**config.mk**
```make
export PLATFORM = sky130hd
export DESIGN_NAME = dac_sample_sequencer
export DESIGN_NICKNAME = d
export VERILOG_FILES = /design/src/rtl/dac_sample_sequencer.sv
export SDC_FILE = /design/constraint.sdc
export NUM_CORES = 1
export LEC_CHECK = 0
export BUFFER_PORTS_ARGS = -buffer_cell sky130_fd_sc_hd__buf_2
export CELL_PAD_IN_SITES_DETAIL_PLACEMENT = 1
export CELL_PAD_IN_SITES_GLOBAL_PLACEMENT = 2
export CORE_ASPECT_RATIO = 0.5
export CORE_MARGIN = 4
export CORE_UTILIZATION = 41
export DETAILED_ROUTE_END_ITERATION = 8
export PLACE_DENSITY_LB_ADDON = 0.1
export SYNTH_ARGS = -nofsm -noshare
export SYNTH_HDL_FRONTEND = slang
export SYNTH_SLANG_ARGS = --single-unit
export TNS_END_PERCENT = 50
```
**constraint.sdc**
```tcl
create_clock -name clk -period 7.01 [get_ports clk]
set_clock_uncertainty 0.15 [all_clocks]
set_input_delay 0.3505 -clock clk [delete_from_list [all_inputs] [get_ports clk]]
set_output_delay 0.3505 -clock clk [all_outputs]
set_load 0.05 [all_outputs]
```
**src/rtl/dac_sample_sequencer.sv**
```systemverilog
// dac_sample_sequencer: buffers DAC codes in a small FIFO, paces them with a
// prescaler and sequences SETUP/LOAD/HOLD so the code is stable around the
// falling edge of dac_rst_o, where the DAC macro captures it.
module dac_sample_sequencer #(
  parameter int unsigned DW       = 10,
  parameter int unsigned DEPTH    = 4,
  parameter int unsigned PRESC_W  = 16,
  parameter int unsigned LOAD_CYC = 2
) (
  input  logic                     clk,
  input  logic                     rst,
  input  logic                     en_i,
  input  logic [PRESC_W-1:0]       div_i,
  input  logic [DW-1:0]            in_data_i,
  input  logic                     in_valid_i,
  output logic                     in_ready_o,
  input  logic                     clr_underrun_i,
  output logic [DW-1:0]            dac_seld_o,
  output logic                     dac_rst_o,
  output logic                     dac_en_o,
  output logic                     underrun_o,
  output logic [$clog2(DEPTH):0]   level_o,
  output logic                     busy_o
);

  localparam int unsigned AW  = $clog2(DEPTH);
  localparam int unsigned LW  = AW + 1;
  localparam int unsigned LCW = (LOAD_CYC > 1) ? $clog2(LOAD_CYC) : 1;

  typedef enum logic [1:0] {IDLE, SETUP, LOAD, HOLD} state_e;

  state_e             state_q, state_d;
  logic [LCW-1:0]     ld_cnt_q, ld_cnt_d;
  logic [PRESC_W-1:0] cnt_q, cnt_d;
  logic               en_q;
  logic [DW-1:0]      mem_q [DEPTH];
  logic [AW-1:0]      wr_ptr_q, rd_ptr_q;
  logic [LW-1:0]      level_q;
  logic [DW-1:0]      seld_q, seld_d;
  logic               dac_rst_q;
  logic               busy_q;
  logic               underrun_q;

  logic               tick_c;
  logic               push_c;
  logic               pop_c;
  logic               underrun_set_c;

  // A div lowered below the running count ticks at once instead of wrapping.
  assign tick_c     = en_q && (cnt_q >= div_i);
  assign in_ready_o = (level_q != LW'(DEPTH));
  assign push_c     = in_valid_i && in_ready_o;

  // Prescaler next count: ticks taken while busy hold the count until IDLE.
  always_comb begin
    cnt_d = cnt_q;
    if (!en_q) begin
      cnt_d = '0;
    end else if (tick_c) begin
      if (state_q == IDLE) begin
        cnt_d = '0;
      end
    end else begin
      cnt_d = cnt_q + PRESC_W'(1);
    end
  end

  // Sequencer next state; the only pop and code update happen on IDLE->SETUP.
  always_comb begin
    state_d        = state_q;
    ld_cnt_d       = ld_cnt_q;
    seld_d         = seld_q;
    pop_c          = 1'b0;
    underrun_set_c = 1'b0;
    case (state_q)
      IDLE: begin
        if (tick_c) begin
          if (level_q != '0) begin
            pop_c   = 1'b1;
            seld_d  = mem_q[rd_ptr_q];
            state_d = SETUP;
          end else begin
            underrun_set_c = 1'b1;
          end
        end
      end
      SETUP: begin
        ld_cnt_d = '0;
        state_d  = LOAD;
      end
      LOAD: begin
        if (ld_cnt_q == LCW'(LOAD_CYC - 1)) begin
          state_d = HOLD;
        end else begin
          ld_cnt_d = ld_cnt_q + LCW'(1);
        end
      end
      HOLD: begin
        state_d = IDLE;
      end
      default: begin
        state_d = IDLE;
      end
    endcase
  end

  // State, prescaler, FIFO pointers and registered pin drivers.
  always_ff @(posedge clk or posedge rst) begin
    if (rst) begin
      state_q    <= IDLE;
      ld_cnt_q   <= '0;
      cnt_q      <= '0;
      en_q       <= 1'b0;
      wr_ptr_q   <= '0;
      rd_ptr_q   <= '0;
      level_q    <= '0;
      seld_q     <= '0;
      dac_rst_q  <= 1'b0;
      busy_q     <= 1'b0;
      underrun_q <= 1'b0;
    end else begin
      state_q    <= state_d;
      ld_cnt_q   <= ld_cnt_d;
      cnt_q      <= cnt_d;
      en_q       <= en_i;
      seld_q     <= seld_d;
      dac_rst_q  <= (state_d == LOAD);
      busy_q     <= (state_d != IDLE);
      underrun_q <= underrun_set_c || (underrun_q && !clr_underrun_i);
      if (push_c) begin
        wr_ptr_q <= wr_ptr_q + AW'(1);
      end
      if (pop_c) begin
        rd_ptr_q <= rd_ptr_q + AW'(1);
      end
      case ({push_c, pop_c})
        2'b10:   level_q <= level_q + LW'(1);
        2'b01:   level_q <= level_q - LW'(1);
        default: level_q <= level_q;
      endcase
    end
  end

  // Sample storage; contents are don't-care until written.
  always_ff @(posedge clk) begin
    if (push_c) begin
      mem_q[wr_ptr_q] <= in_data_i;
    end
  end

  assign dac_seld_o = seld_q;
  assign dac_rst_o  = dac_rst_q;
  assign dac_en_o   = en_q;
  assign underrun_o = underrun_q;
  assign level_o    = level_q;
  assign busy_o     = busy_q;

endmodule

```
# --- After elaboration in Yosys (flattened, before gate mapping) ---
# Memory sizes are Yosys's and may differ from the RTL's. A register that Yosys moved wholly into a read port is not among the register bits.
# Index checks and enable logic that the tools add are counted.
word_totals:
  reg_bits: 30
  memories: 1
  wordCells: 55
  mem_bits_rw: 40
  inputBits: 31
op_classes:
  magnitude_cmp: 1
  n_mux: 18
  n_reduce_logical: 11
  n_addsub: 6
  eq_ne: 8
mem_list:
  columns: ["memory", "words", "word_bits", "rd", "rd_clocked_by_memory_dff", "wr", "line_no", "source"]
  rows:
  - ["mem_q", 4, 10, 1, 1, 1, "36", "logic [DW-1:0] mem_q [DEPTH];"]
ops:
  columns: ["op", "n"]
  rows:
  - ["16-bit two-way mux", 3]
  - ["16-bit by 1-bit adder with 16-bit output, second input constant", 1]
  - ["16-bit greater-or-equal comparator", 1]
  - ["1-bit two-way mux", 9]
  - ["2-bit equality test, second input constant", 4]
  - ["2-bit one-hot mux with 4 select lines", 1]
  - ["2-bit two-way mux", 3]
  - ["3-bit one-hot mux with 2 select lines", 1]
  - ["2-bit nonzero test", 3]
  - ["2-bit by 1-bit adder with 2-bit output, second input constant", 2]
  - ["2-bit by 1-bit equality test with 1-bit output, second input constant", 2]
  - ["3-bit by 1-bit adder with 3-bit output, second input constant", 1]
  - ["1-bit logical AND", 3]
  - ["3-bit by 2-bit inequality test with 1-bit output, second input constant", 1]
  - ["3-bit inequality test, second input constant", 1]
  - ["3-bit AND reduction", 1]
  - ["3-bit nonzero test", 1]
  - ["3-bit by 1-bit subtractor with 3-bit output, second input constant", 1]
  - ["2-bit zero test", 1]
  - ["1-bit one-hot mux with 2 select lines", 1]
  - ["1-bit adder, second input constant", 1]
  - ["1-bit zero test", 1]
  - ["1-bit logical OR", 1]

# --- Longest topological paths before layout ---
logic_depth:
  ltp_word: 6
  mapped_depth: 15
  ltp_nobuf: 14

# --- Worst setup path after synthesis ---
# OpenSTA, ideal clock, no wires.
synth_timing:
  kind: "register to register"
  startpoint: "reg cnt_q[14]"
  endpoint: "reg level_q[2], in the netlist level_o[2]"
  path_buffers: 1
  path_slack_ns: 3.690
  stages_incl_launch_ff: 15
  arrival_ns: 3.088
  required_time_ns: 6.778
  path_cell_list: "dfrtp_1 -> ha_1 -> nand4_2 -> or3_1 -> or3_4 -> a31oi_4 -> nand2_4 -> buf_6 -> inv_1 -> ha_1 -> inv_1 -> fa_1 -> xor2_1 -> nor2_1 -> xor2_1"
synth_via:
  elab_chain_len: 6
  elab_cells_between_ends: 8
  cone_classes: "order compare: 1; eq/ne: 2; mux: 3; reduce/logical: 2"
synth_rtl:
  columns: ["item", "line_no", "source"]
  rows:
  - ["from (decl)", "34", "logic [PRESC_W-1:0] cnt_q, cnt_d;"]
  - ["from (signal assigned)", "124", "cnt_q <= cnt_d;"]
  - ["16-bit greater-or-equal comparator (*)", "50", "assign tick_c = en_q && (cnt_q >= div_i);"]
  - ["1-bit logical AND (*)", "50", null]
  - ["1-bit two-way mux (*)", "77", "if (tick_c) begin"]
  - ["1-bit two-way mux (*)", "75", "case (state_q)"]
  - ["via pop_c", "46", "logic pop_c;"]
  - ["2-bit by 1-bit equality test with 1-bit output / 2-bit equality test (equally long branches)", "136", "case ({push_c, pop_c})"]
  - ["3-bit one-hot mux with 2 select lines / 2-bit nonzero test (equally long branches)", null, null]
  - ["to (signal assigned)", "137", "2'b10: level_q <= level_q + LW'(1);"]
  - ["to (signal assigned)", "138", "2'b01: level_q <= level_q - LW'(1);"]
  - ["to (signal assigned)", "139", "default: level_q <= level_q;"]
  - ["to (decl)", "38", "logic [LW-1:0] level_q;"]
# The timed path passes the listed nets; every way through them passes the cells marked *.
# A chain may end at the register's enable or synchronous reset.

# --- Final worst setup path ---
# Ends and elaborated chain as after synthesis.

==> flow_summary.ini <==
[yosys]
ys.flop_type = edfxtp_1
syn_nets = 343
netlist_area_sq_mm = 0.00383
netlist_instances = 287
yosys.cell_types.count = 50
ys_ff_latch = 80
yosysTopAreaCellShare = 0.313
synth_top_area_cell = edfxtp_1
syn_avg_cell_area_sq_um = 13.4
ys_top_cells_by_area = edfxtp_1, dfrtp_1, ha_1
synth_edf_count = 40
synth_warnings = 0
async_reset_ff_frac = 0.500
synth_seq_area_share = 0.575

[placed_design]
placedCellCount = 446
globalplace.congestion = 0.811
io_buffers = 48
dpl.hpwl_mm = 5.78

[cts]
path_clk_slew_ps = 60
root_buffer = clkbuf_16
cts_buffer_depth = 2
post_cts_buffers = 0
htreeDepth = 3
cts_buffers = 9
clk_latency_ps = 340
cts_tree = done
cts.sink_count = 80

[setup_path]
critical_path_class = reg -> reg
path_max_fanout = 15
cp_top_family = simple AND/OR/NAND/NOR gates
cp-start-kind = flip-flop
critPathMaxStageDelay_ps = 450
cp.arrival_ps = 3760
path_cells = ha_1 -> nand4_2 -> or3_1 -> or3_4 -> a31oi_4 -> nand2_4 -> inv_1 -> ha_1 -> inv_1 -> fa_1 -> xor2_1 -> nor2_1 -> xor2_1
worstSetupEndpointType = flip-flop
worstPathRequired_ps = 7110
slowest_stage = or3_4
crit_buf_inv = 2

[timing]
rsz0062_at_grt = false
hold_violations = 0
slew_headroom = 0.483
setup_violations = 0
fin_setup_tns_ps = 0
fmax_mhz = 273
tightest_slew_ps = 776
drv_slew = 0
finalCritPeriodShare = 0.522
post-route-min-period_ps = 3660

[power]
p_switching_uw = 417
pwr-share-comb = 0.205
power.leakage_uw = 0.00203
clockPowerShare = 0.338
irDropWorstVdd_mv = 0.174
pwr-share-seq = 0.458
finalPower_uw = 1330
p_int_uw = 913
power_density_mw_per_mm2 = 297
swShare = 0.314

[die]
start_util = 0.431
core-area_sq_mm = 0.00889
die_area_sq_mm = 0.0111
die_w_microns = 145
row_count = 24
ios = 49
die_h_microns = 76.4

[layout]
final_cell_count_no_fill = 463
num_antenna_cells = 0
area_growth_pct = 16.8
postLayoutCoreUtil = 0.504
layout-drive-gt1-share = 0.269
finalNetCount = 397

[drt]
wirelength_mm = 8.07
via_per_inst = 5.25
wire_per_inst_microns = 17.4
first_pass_iters = 4
drc = 0
detail-route-antenna-nets = 0
vias = 2432
initialDrtViolationCount = 103

[run_status]
status = completed

[global_routing]
first_global_vias = 2722
grt_pass1_wl_mm = 13.6
globalRouteOverflowTotal = 0
grt_max_degree = 41
grt_antenna_before_repair = 0
grt_usage = 0.160

[run]
cap_violations = 0

[hold_path]
hold_class = in -> async
## cells in the final DEF (no fill, tap or decap), types with 4 or more instances in the layout
cell	n
buf_2	48
dfrtp_1	40
edfxtp_1	40
inv_1	35
ha_1	24
nand2_1	14
nand3_1	14
mux4_2	10
and3_1	9
a21oi_1	9
clkbuf_16	9
or3_1	7
a21o_1	6
nor2_1	6
mux2_2	6
o21ai_1	5
mux2_4	5
o21ai_0	4
xnor2_1	4
## flip-flops by register name, indices dropped and copies added, names as in the netlist, 2 cells and up
register,cells
cnt_q,16
mem_q,40
level_o,3
state_q,2
wr_ptr_q,2
dac_seld_o,10
rd_ptr_q,2
## cell usage after synthesis, types with 2 or more instances
master    instances
dfrtp_1          40
edfxtp_1         40
inv_1            35
ha_1             24
nand2_1          14
nand3_1          14
mux4_2           10
a21oi_1           9
and3_1            9
or3_1             7
a21o_1            6
mux2_2            6
nor2_1            6
mux2_4            5
o21ai_1           5
o21ai_0           4
xnor2_1           4
and2_1            3
nand4_1           3
nor3_1            3
o21bai_1          3
a22o_1            2
buf_2             2
buf_6             2
clkbuf_1          2
nor2b_1           2
nor4_1            2
o311ai_1          2
xor2_1            2
## stage by stage
stage / setup WS (ps) / instance area [sq um] / hold WS (ps)
after floorplan: 3690 / 3830 / 232
after global placement: 3550 / 4180 / 309
after detailed placement: 3330 / 4180 / 311
after CTS: 3290 / 4480 / 25.4
after global routing: 3160 / 4480 / 60.9
final: 3350 / 4480 / 10.6
## power groups by stage
stage	sequential [uW]	clock, uW	combinational [uW]
floorplan	662	0	149
global placement	612	0	268
detailed placement	618	0	277
CTS	610	462	280
global route	616	486	303
finish	609	449	272
## per-layer routing
layer | vias up | global-route usage | routed length (microns)
li1 | 1150 | - | -
met1 | 1243 | 0.194 | 3490
met2 | 33 | 0.284 | 4270
met3 | 6 | 0.0414 | 250
met4 | 0 | 0.0372 | 56
met5 | - | 0 | 0
## path summary, 6_finish.rpt
kind / startpoint / endpoint / slack [ps] / cells after the start
min reg2reg: dac_seld_o[6] / dac_seld_o[6] / 350 / 1
max: cnt_q[14] / level_o[2] / 3350 / 13
min: rst / cnt_q[1] / 10 / 3
min in group clk: in_data_i[2] / mem_q[1][2] / 80 / 1
max reg2reg: cnt_q[14] / level_o[2] / 3350 / 13
max in group asynchronous: rst / dac_seld_o[6] / 6340 / 3
## logic make-up after synthesis
logic type               count (synthesis)  share of synthesized area
adder cells (fa/ha/maj)                 25                     0.0836
multiplexers                            22                     0.0986
AND/OR/NAND/NOR                         72                      0.106
AO/OA/AOI/OAI                           40                     0.0777
flip-flops                              80                      0.575
XOR/XNOR                                 6                     0.0137
buffers and inverters                   42                     0.0457
## layout make-up
cell class	count	area [sq um]
repair buffers	50	258
clock buffers	9	225
inverters	35	131
well taps	117	146
multi-input cells	165	1460
fillers	900	4410
clock inverters	7	60.1
flip-flops and latches	80	2200
## timing repair
item,4_1_cts,5_1_grt
hold endpoints to repair,1,0
hold buffers,1,0
gates resized for setup,0,0
## tightest hold or removal path: stages
cell   delay (ps)
buf_2         100
inv_1          50
buf_4         450
Power figures use the tool's default switching activity.
